## src/rtl/alu_pkg.sv

```systemverilog
// Shared definitions for the ALU arbiter: default widths, ALU op codes and
// the sequencer state type.
package alu_pkg;

    localparam int ALU_DATA_W = 16;
    localparam int ALU_CODE_W = 4;

    localparam logic [3:0] ALU_OP_NOP = 4'b0000;
    localparam logic [3:0] ALU_OP_ADD = 4'b1000;
    localparam logic [3:0] ALU_OP_SUB = 4'b0100;
    localparam logic [3:0] ALU_OP_BEQ = 4'b1100;
    localparam logic [3:0] ALU_OP_BLT = 4'b1101;
    localparam logic [3:0] ALU_OP_BGT = 4'b1110;

    typedef enum logic [1:0] {
        IDLE = 2'd0,
        EXEC = 2'd1,
        RESP = 2'd2
    } arb_state_t;

endpackage

```

## src/rtl/alu_rr_pick.sv

```systemverilog
// Two-way winner selection for the ALU arbiter. Round-robin by default;
// ALU_ARB_FIXED_PRIO_EN makes requester 0 always win simultaneous requests.
module alu_rr_pick (
    input  logic [1:0] req,
    input  logic       last_grant,
    output logic [1:0] grant,
    output logic       winner_id
);

`ifdef ALU_ARB_FIXED_PRIO_EN
    logic unused_last_grant;
    assign unused_last_grant = last_grant;

    always_comb begin
        winner_id = ~req[0];
    end
`else
    // On contention the requester that did not win last time goes next.
    always_comb begin
        if (req == 2'b11) begin
            winner_id = ~last_grant;
        end else begin
            winner_id = req[1];
        end
    end
`endif

    always_comb begin
        grant = 2'b00;
        if (req != 2'b00) begin
            grant = winner_id ? 2'b10 : 2'b01;
        end
    end

endmodule

```

## src/rtl/alu_arbiter.sv

```systemverilog
// Two-requester arbiter/sequencer in front of the shared combinational ALU:
// accept -> one EXEC cycle -> hold response. Build option: ALU_ARB_FIXED_PRIO_EN.
module alu_arbiter
    import alu_pkg::*;
#(
    parameter int DATA_W = ALU_DATA_W,
    parameter int CODE_W = ALU_CODE_W
) (
    input  logic                  clk,
    input  logic                  rst,
    input  logic [1:0]            req_valid,
    output logic [1:0]            req_ready,
    input  logic [2*CODE_W-1:0]   req_code,
    input  logic [2*DATA_W-1:0]   req_a,
    input  logic [2*DATA_W-1:0]   req_b,
    output logic                  resp_valid,
    input  logic                  resp_ready,
    output logic                  resp_id,
    output logic [DATA_W-1:0]     resp_accum,
    output logic                  resp_branch,
    output logic [CODE_W-1:0]     alu_code,
    output logic [DATA_W-1:0]     alu_a,
    output logic [DATA_W-1:0]     alu_b,
    input  logic [DATA_W-1:0]     alu_accum,
    input  logic                  alu_branch
);

    arb_state_t state_q, state_d;

    logic              last_grant_q, last_grant_d;
    logic [CODE_W-1:0] op_code_q, op_code_d;
    logic [DATA_W-1:0] op_a_q, op_a_d;
    logic [DATA_W-1:0] op_b_q, op_b_d;
    logic              op_id_q, op_id_d;
    logic              resp_id_q, resp_id_d;
    logic [DATA_W-1:0] resp_accum_q, resp_accum_d;
    logic              resp_branch_q, resp_branch_d;

    logic [1:0] pick_grant;
    logic       pick_id;
    logic       accept;

    alu_rr_pick u_pick (
        .req        (req_valid),
        .last_grant (last_grant_q),
        .grant      (pick_grant),
        .winner_id  (pick_id)
    );

    assign accept = (state_q == IDLE) && (req_valid != 2'b00);

    // State register
    always_ff @(posedge clk or posedge rst) begin
        if (rst) begin
            state_q <= IDLE;
        end else begin
            state_q <= state_d;
        end
    end

    // Next-state logic
    always_comb begin
        state_d = state_q;
        case (state_q)
            IDLE:    if (accept) state_d = EXEC;
            EXEC:    state_d = RESP;
            RESP:    if (resp_ready) state_d = IDLE;
            default: state_d = IDLE;
        endcase
    end

    // Outputs; the ALU sees code 0 (its default case) outside EXEC.
    always_comb begin
        req_ready  = 2'b00;
        resp_valid = 1'b0;
        alu_code   = '0;
        alu_a      = '0;
        alu_b      = '0;
        case (state_q)
            IDLE: if (!rst) req_ready = pick_grant;
            EXEC: begin
                alu_code = op_code_q;
                alu_a    = op_a_q;
                alu_b    = op_b_q;
            end
            RESP:    resp_valid = 1'b1;
            default: ;
        endcase
    end

    // Operand latch on accept, result capture at the end of EXEC
    always_comb begin
        last_grant_d  = last_grant_q;
        op_code_d     = op_code_q;
        op_a_d        = op_a_q;
        op_b_d        = op_b_q;
        op_id_d       = op_id_q;
        resp_id_d     = resp_id_q;
        resp_accum_d  = resp_accum_q;
        resp_branch_d = resp_branch_q;
        if (accept) begin
            last_grant_d = pick_id;
            op_id_d      = pick_id;
            op_code_d    = pick_id ? req_code[2*CODE_W-1:CODE_W] : req_code[CODE_W-1:0];
            op_a_d       = pick_id ? req_a[2*DATA_W-1:DATA_W]    : req_a[DATA_W-1:0];
            op_b_d       = pick_id ? req_b[2*DATA_W-1:DATA_W]    : req_b[DATA_W-1:0];
        end
        if (state_q == EXEC) begin
            resp_id_d     = op_id_q;
            resp_accum_d  = alu_accum;
            resp_branch_d = alu_branch;
        end
    end

    always_ff @(posedge clk or posedge rst) begin
        if (rst) begin
            last_grant_q  <= 1'b1;
            op_code_q     <= '0;
            op_a_q        <= '0;
            op_b_q        <= '0;
            op_id_q       <= 1'b0;
            resp_id_q     <= 1'b0;
            resp_accum_q  <= '0;
            resp_branch_q <= 1'b0;
        end else begin
            last_grant_q  <= last_grant_d;
            op_code_q     <= op_code_d;
            op_a_q        <= op_a_d;
            op_b_q        <= op_b_d;
            op_id_q       <= op_id_d;
            resp_id_q     <= resp_id_d;
            resp_accum_q  <= resp_accum_d;
            resp_branch_q <= resp_branch_d;
        end
    end

    assign resp_id     = resp_id_q;
    assign resp_accum  = resp_accum_q;
    assign resp_branch = resp_branch_q;

endmodule

```

## config.mk

```make
export PLATFORM = sky130hd
export DESIGN_NAME = alu_arbiter
export DESIGN_NICKNAME = d
export VERILOG_FILES = /design/src/rtl/alu_pkg.sv /design/src/rtl/alu_rr_pick.sv /design/src/rtl/alu_arbiter.sv
export SDC_FILE = /design/constraint.sdc
export NUM_CORES = 1
export LEC_CHECK = 0
export ABC_AREA = 1
export BUFFER_PORTS_ARGS = -buffer_cell sky130_fd_sc_hd__buf_4
export CORE_ASPECT_RATIO = 0.5
export CORE_MARGIN = 2
export CORE_UTILIZATION = 45
export CTS_BUF_LIST = sky130_fd_sc_hd__clkbuf_8
export CTS_CLUSTER_DIAMETER = 50
export CTS_CLUSTER_SIZE = 25
export DETAILED_ROUTE_END_ITERATION = 10
export HOLD_SLACK_MARGIN = 0.02
export PLACE_DENSITY = 0.77
export SLEW_MARGIN = 15
export SYNTH_ARGS = -nofsm -noshare
export SYNTH_HDL_FRONTEND = slang
export SYNTH_SLANG_ARGS = --single-unit
```

## constraint.sdc

```tcl
create_clock -name clk -period 1.69 [get_ports clk]
set_input_delay 0 -clock clk [delete_from_list [all_inputs] [get_ports clk]]
set_output_delay 0 -clock clk [all_outputs]
set_load 0.03 [all_outputs]
```

# Word level (Yosys, flattened, before mapping)
# Cells that the tools add are included.
# word_totals
elab_cells	34
latchBits	0
rom_bits	0
ramBits	0
inputBits	94
reg_bits	58
output_inout_bits	57
mem_count	0
# op_classes
mul	0
n_reduce_logical	4
shifts	0
bitwise_logic	1
n_lt_le_gt_ge	0
n_addsub	0
n_eq_ne	5
muxes	15
n_div	0
# ops
op	count
16-bit two-way mux	4
2-bit two-way mux	6
4-bit two-way mux	2
2-bit one-hot mux with 3 select lines	1
2-bit equality test, second input constant	2
2-bit != test, second input constant	2
2-bit by 1-bit equality test with 1-bit output, second input constant	1
2-bit zero test	1
1-bit two-way mux	2
2-bit AND reduction	1
2-bit nonzero test	1
1-bit logical AND	1
1-bit inverter	1

# Depth between registers and ports, before layout
# depth
depth_word	6
ltp_mapped	8
mapped_depth_nobuf	6

# Modules after synthesis
# Synthesis repeated with hierarchy kept, for this count alone.
# unflattened
cells_unflattened	454
hier_area_um2	3071.7
# by_module_without_submodules
module	area_per_inst_um2	cells_each	n_inst
alu_arbiter	3046.7	448	1
alu_rr_pick	25.0	6	1

# Least setup slack after synthesis
# No wires, ideal clock.
# synth_timing
path_kind	register to output
startpoint	reg last_grant_q
endpoint	out req_ready[0]
stages_incl_launch_ff	5
path_buffers	0
required_ps	1690
slack_ps	205
t_arrival_ps	1485
cell_sequence	dfstp_2 nand2_2 nand2_4 inv_1 nor3_1
# synth_via
elab_chain_len	6
# synth_rtl
element	line	rtl
from (decl)	alu_arbiter.sv:30	logic last_grant_q, last_grant_d;
from (signal assigned)	alu_arbiter.sv:126	last_grant_q <= last_grant_d;
1-bit inverter	alu_rr_pick.sv:21	winner_id = ~last_grant;
1-bit two-way mux	alu_rr_pick.sv:20	if (req == 2'b11) begin
2-bit two-way mux	alu_rr_pick.sv:31	grant = winner_id ? 2'b10 : 2'b01;
2-bit two-way mux	alu_rr_pick.sv:30	if (req != 2'b00) begin
2-bit two-way mux	alu_arbiter.sv:80	IDLE: if (!rst) req_ready = pick_grant;
2-bit two-way mux	alu_arbiter.sv:79	case (state_q)
to (decl)	alu_arbiter.sv:12	output logic [1:0] req_ready,
# Every way passes these cells.

# Worst setup path in the final report
# layout_timing
startpoint	reg state_q[0]
endpoint	out req_ready[0]
# layout_via
elab_chain_len	2
# layout_rtl
element	line	rtl
from (decl)	alu_arbiter.sv:28	arb_state_t state_q, state_d;
from (signal assigned)	alu_arbiter.sv:57	state_q <= state_d;
2-bit zero test	alu_arbiter.sv:79	
2-bit two-way mux	alu_arbiter.sv:79	
# Every way passes these cells.

==> metrics.md <==
| Metric | Value |
|---|---|
| Starting density of the core | `47.84%` |
| Placer congestion estimate | `0.8386` |
| Worst Skew | `0.003754 ns` |
| Crit end category | `primary output` |
| Number of top-level pins | `151` |
| Die height | `64.38 um` |
| Reg area | `1454 um2` |
| Largest net degree at the start of global routing | `39` |
| Register bit count reported by yosys | `58` |
| Rows | `21` |
| Slew HR | `61.83%` |
| Netlist cell types | `16` |
| Gate Count Post-Synth | `486` |
| RSZ-0062 raised after global routing | `no` |
| Fin cells | `821` |
| Avg Inst Size Synth | `6.750 um2` |
| Final core occ | `81.26%` |
| Min-Delay Path Class | `primary input to register` |
| Setup TNS | `0 ns` |
| Hold Slack | `0.2397 ns` |
| Layout cells sized above 1 | `25.69%` |
| Area Growth Syn to Fin | `69.87%` |
| Vias per cell | `4.739` |
| Worst-Skew Late Latency | `0.34 ns` |
| Routed Wire Length | `11310 um` |
| Die Area | `8031 um2` |
| IO buf count | `150` |
| # setup viols final | `0` |
| Sink Count | `58` |
| Power Density | `1517 nW/um2` |
| Tot Pwr | `8.455 mW` |
| Num CTS Buffers | `9` |
| DP HPWL | `6182 um` |
| Hold Violations, Final | `0` |
| Overall Global Routing Usage | `28.36%` |
| Final min period | `1.634 ns` |
| Area contributors post-synth | `dfrtp_1 (43%), nand2_1 (17%), nand3_1 (14%)` |
| FF-to-FF setup slack | `0.30 ns` |
| Most common cell after layout, fill and taps aside | `buf_4` |
| Htree depth | `3` |
| Synthesized area | `3281 um2` |
| Synth top area share | `43.48%` |
| Drt drc | `0` |
| Synthesized net count | `580` |
| Die width | `124.8 um` |
| Max cap viols | `0` |
| Worst vdd ir | `0.9953 mV` |
| Vias in the first global route | `3861` |
| First-pass GRT wire length | `17860 um` |
| Via count | `3891` |
| Initial DRT Pass Iterations | `5` |
| Total Nets Final | `818` |
| Overflow after GRT | `0` |
| Most frequent cells in the layout | `buf_4 (161), nand2_1 (148), inv_1 (114), dlygate4sd3_1 (91), nand3_1 (89)` |
| Final ANT Viol Nets | `0` |
| CP max-delay cell | `dfrtp_2` |
| Worst setup SP type | `register` |
| WP data required | `1.69 ns` |
| Worst-margin pin slew | `0.5717 ns` |
| Clk slew on worst S/H paths | `0.06 ns` |
| Synth Warn # | `0` |
| Final Cycle Share | `96.70%` |
| Initial antenna violation count | `0` |
| CP Cell Sequence | `inv_1, nand2_1, inv_2, nand2_1, buf_4, nor3_1, buf_4` |
| Yosys top cell by area | `dfrtp_1` |
| Fillers | `427` |
| Core Footprint | `6858 um2` |
| Kind of critical path | `register to primary output` |
| Outcome | `finished, final reports clean` |
| Multi-input logic area | `1220 um2` |
| Iter 0 DRT Violations | `277` |
| F_max | `611.9 MHz` |
| WP data arrival | `1.63 ns` |
| CTS Root Cell | `clkbuf_8` |
| Max Root-Sink Buffers | `2` |
| Max FO, Critical Path | `11` |
| Dpl cells | `712` |
| CP peak stage delay | `0.43 ns` |
| WL/cell | `13.77 um` |
| Max-slew violations | `0` |
| Register area share after synthesis | `44.28%` |
| Pleak | `3.292 nW` |
| CTS tree | `built` |
cell type report:
class	instances	area share [%]
timing repair buffer	254	38.44
tap	92	2.066
multi-input combinational	285	21.89
inverter	116	7.813
clock inverter	3	0.6960
clock buffer	12	2.964
antenna	1	0.04490
sequential	58	26.09
power by group:
group	switching, mW	internal (mW)
logic	2.97	1.69
registers	0.385	2.11
clock network	0.521	0.785
total	3.88	4.58
cell families after synthesis:
family	synth area share [%]
flops	44.28
compound gates	0.4575
buf+inv	19.15
simple gates	36.12
Yosys cell counts:
| library cell | instances |
|---|---|
| clkinv_1 | 1 |
| dfstp_2 | 1 |
| buf_6 | 4 |
| nor2_2 | 2 |
| inv_2 | 1 |
| nor3_1 | 1 |
| nor2_1 | 38 |
| buf_2 | 13 |
| inv_1 | 114 |
| nand2_4 | 1 |
| nand2_2 | 2 |
| nand2_1 | 148 |
| buf_4 | 11 |
| dfrtp_1 | 57 |
| o21ai_0 | 3 |
| nand3_1 | 89 |
final timing paths:
kind                                        to            from  cells past startpoint
worst max-delay path              req_ready[0]      state_q[0]                      7
worst min-delay path                 op_b_q[3]    req_valid[0]                      7
worst max register to register       op_a_q[1]    last_grant_q                      5
worst min register to register  resp_accum[13]  resp_accum[13]                      2
max in group asynchronous           state_q[0]             rst                      4
min in group asynchronous            op_a_q[1]             rst                      3
worst max-delay path: cells and delay by family, from the launching register on:
kind | cells | cell delay [ns]
buffers and inverters | 4 | 0.53
DFF | 1 | 0.43
and+or+nand+nor | 3 | 0.33
through the flow:
stage | instance area [um2] | setup WS [ns]
global placement | 4419 | 0.3617
floorplan | 3281 | 0.2045
global route | 5570 | 0.004009
finish | 5573 | 0.05571
detailed placement | 4419 | 0.3172
CTS | 5543 | 0.003700
metal layers:
metal	GRT usage, %	wire, um	vias up
met2	52.60	5792	167
met3	6.198	572	41
li1	-	-	1892
met1	31.53	4554	1791
met5	0	0	-
met4	13.34	386	0
registers in the layout, indices dropped and copies added, names as in the netlist:
signal	flops
resp_id	1
op_code_q	4
resp_accum	16
op_a_q	16
op_b_q	16
op_id_q	1
resp_branch	1
state_q	2
last_grant_q	1
timing repair:
action	4_1_cts	5_1_grt
buffers inserted	0	1
endpoints found under the setup margin	1	38
hold buffers	91	0
hold endpoints to repair	78	0
gates resized for setup	1	3
cloned	0	1
Note: power is estimated with default switching activity, not from simulation.
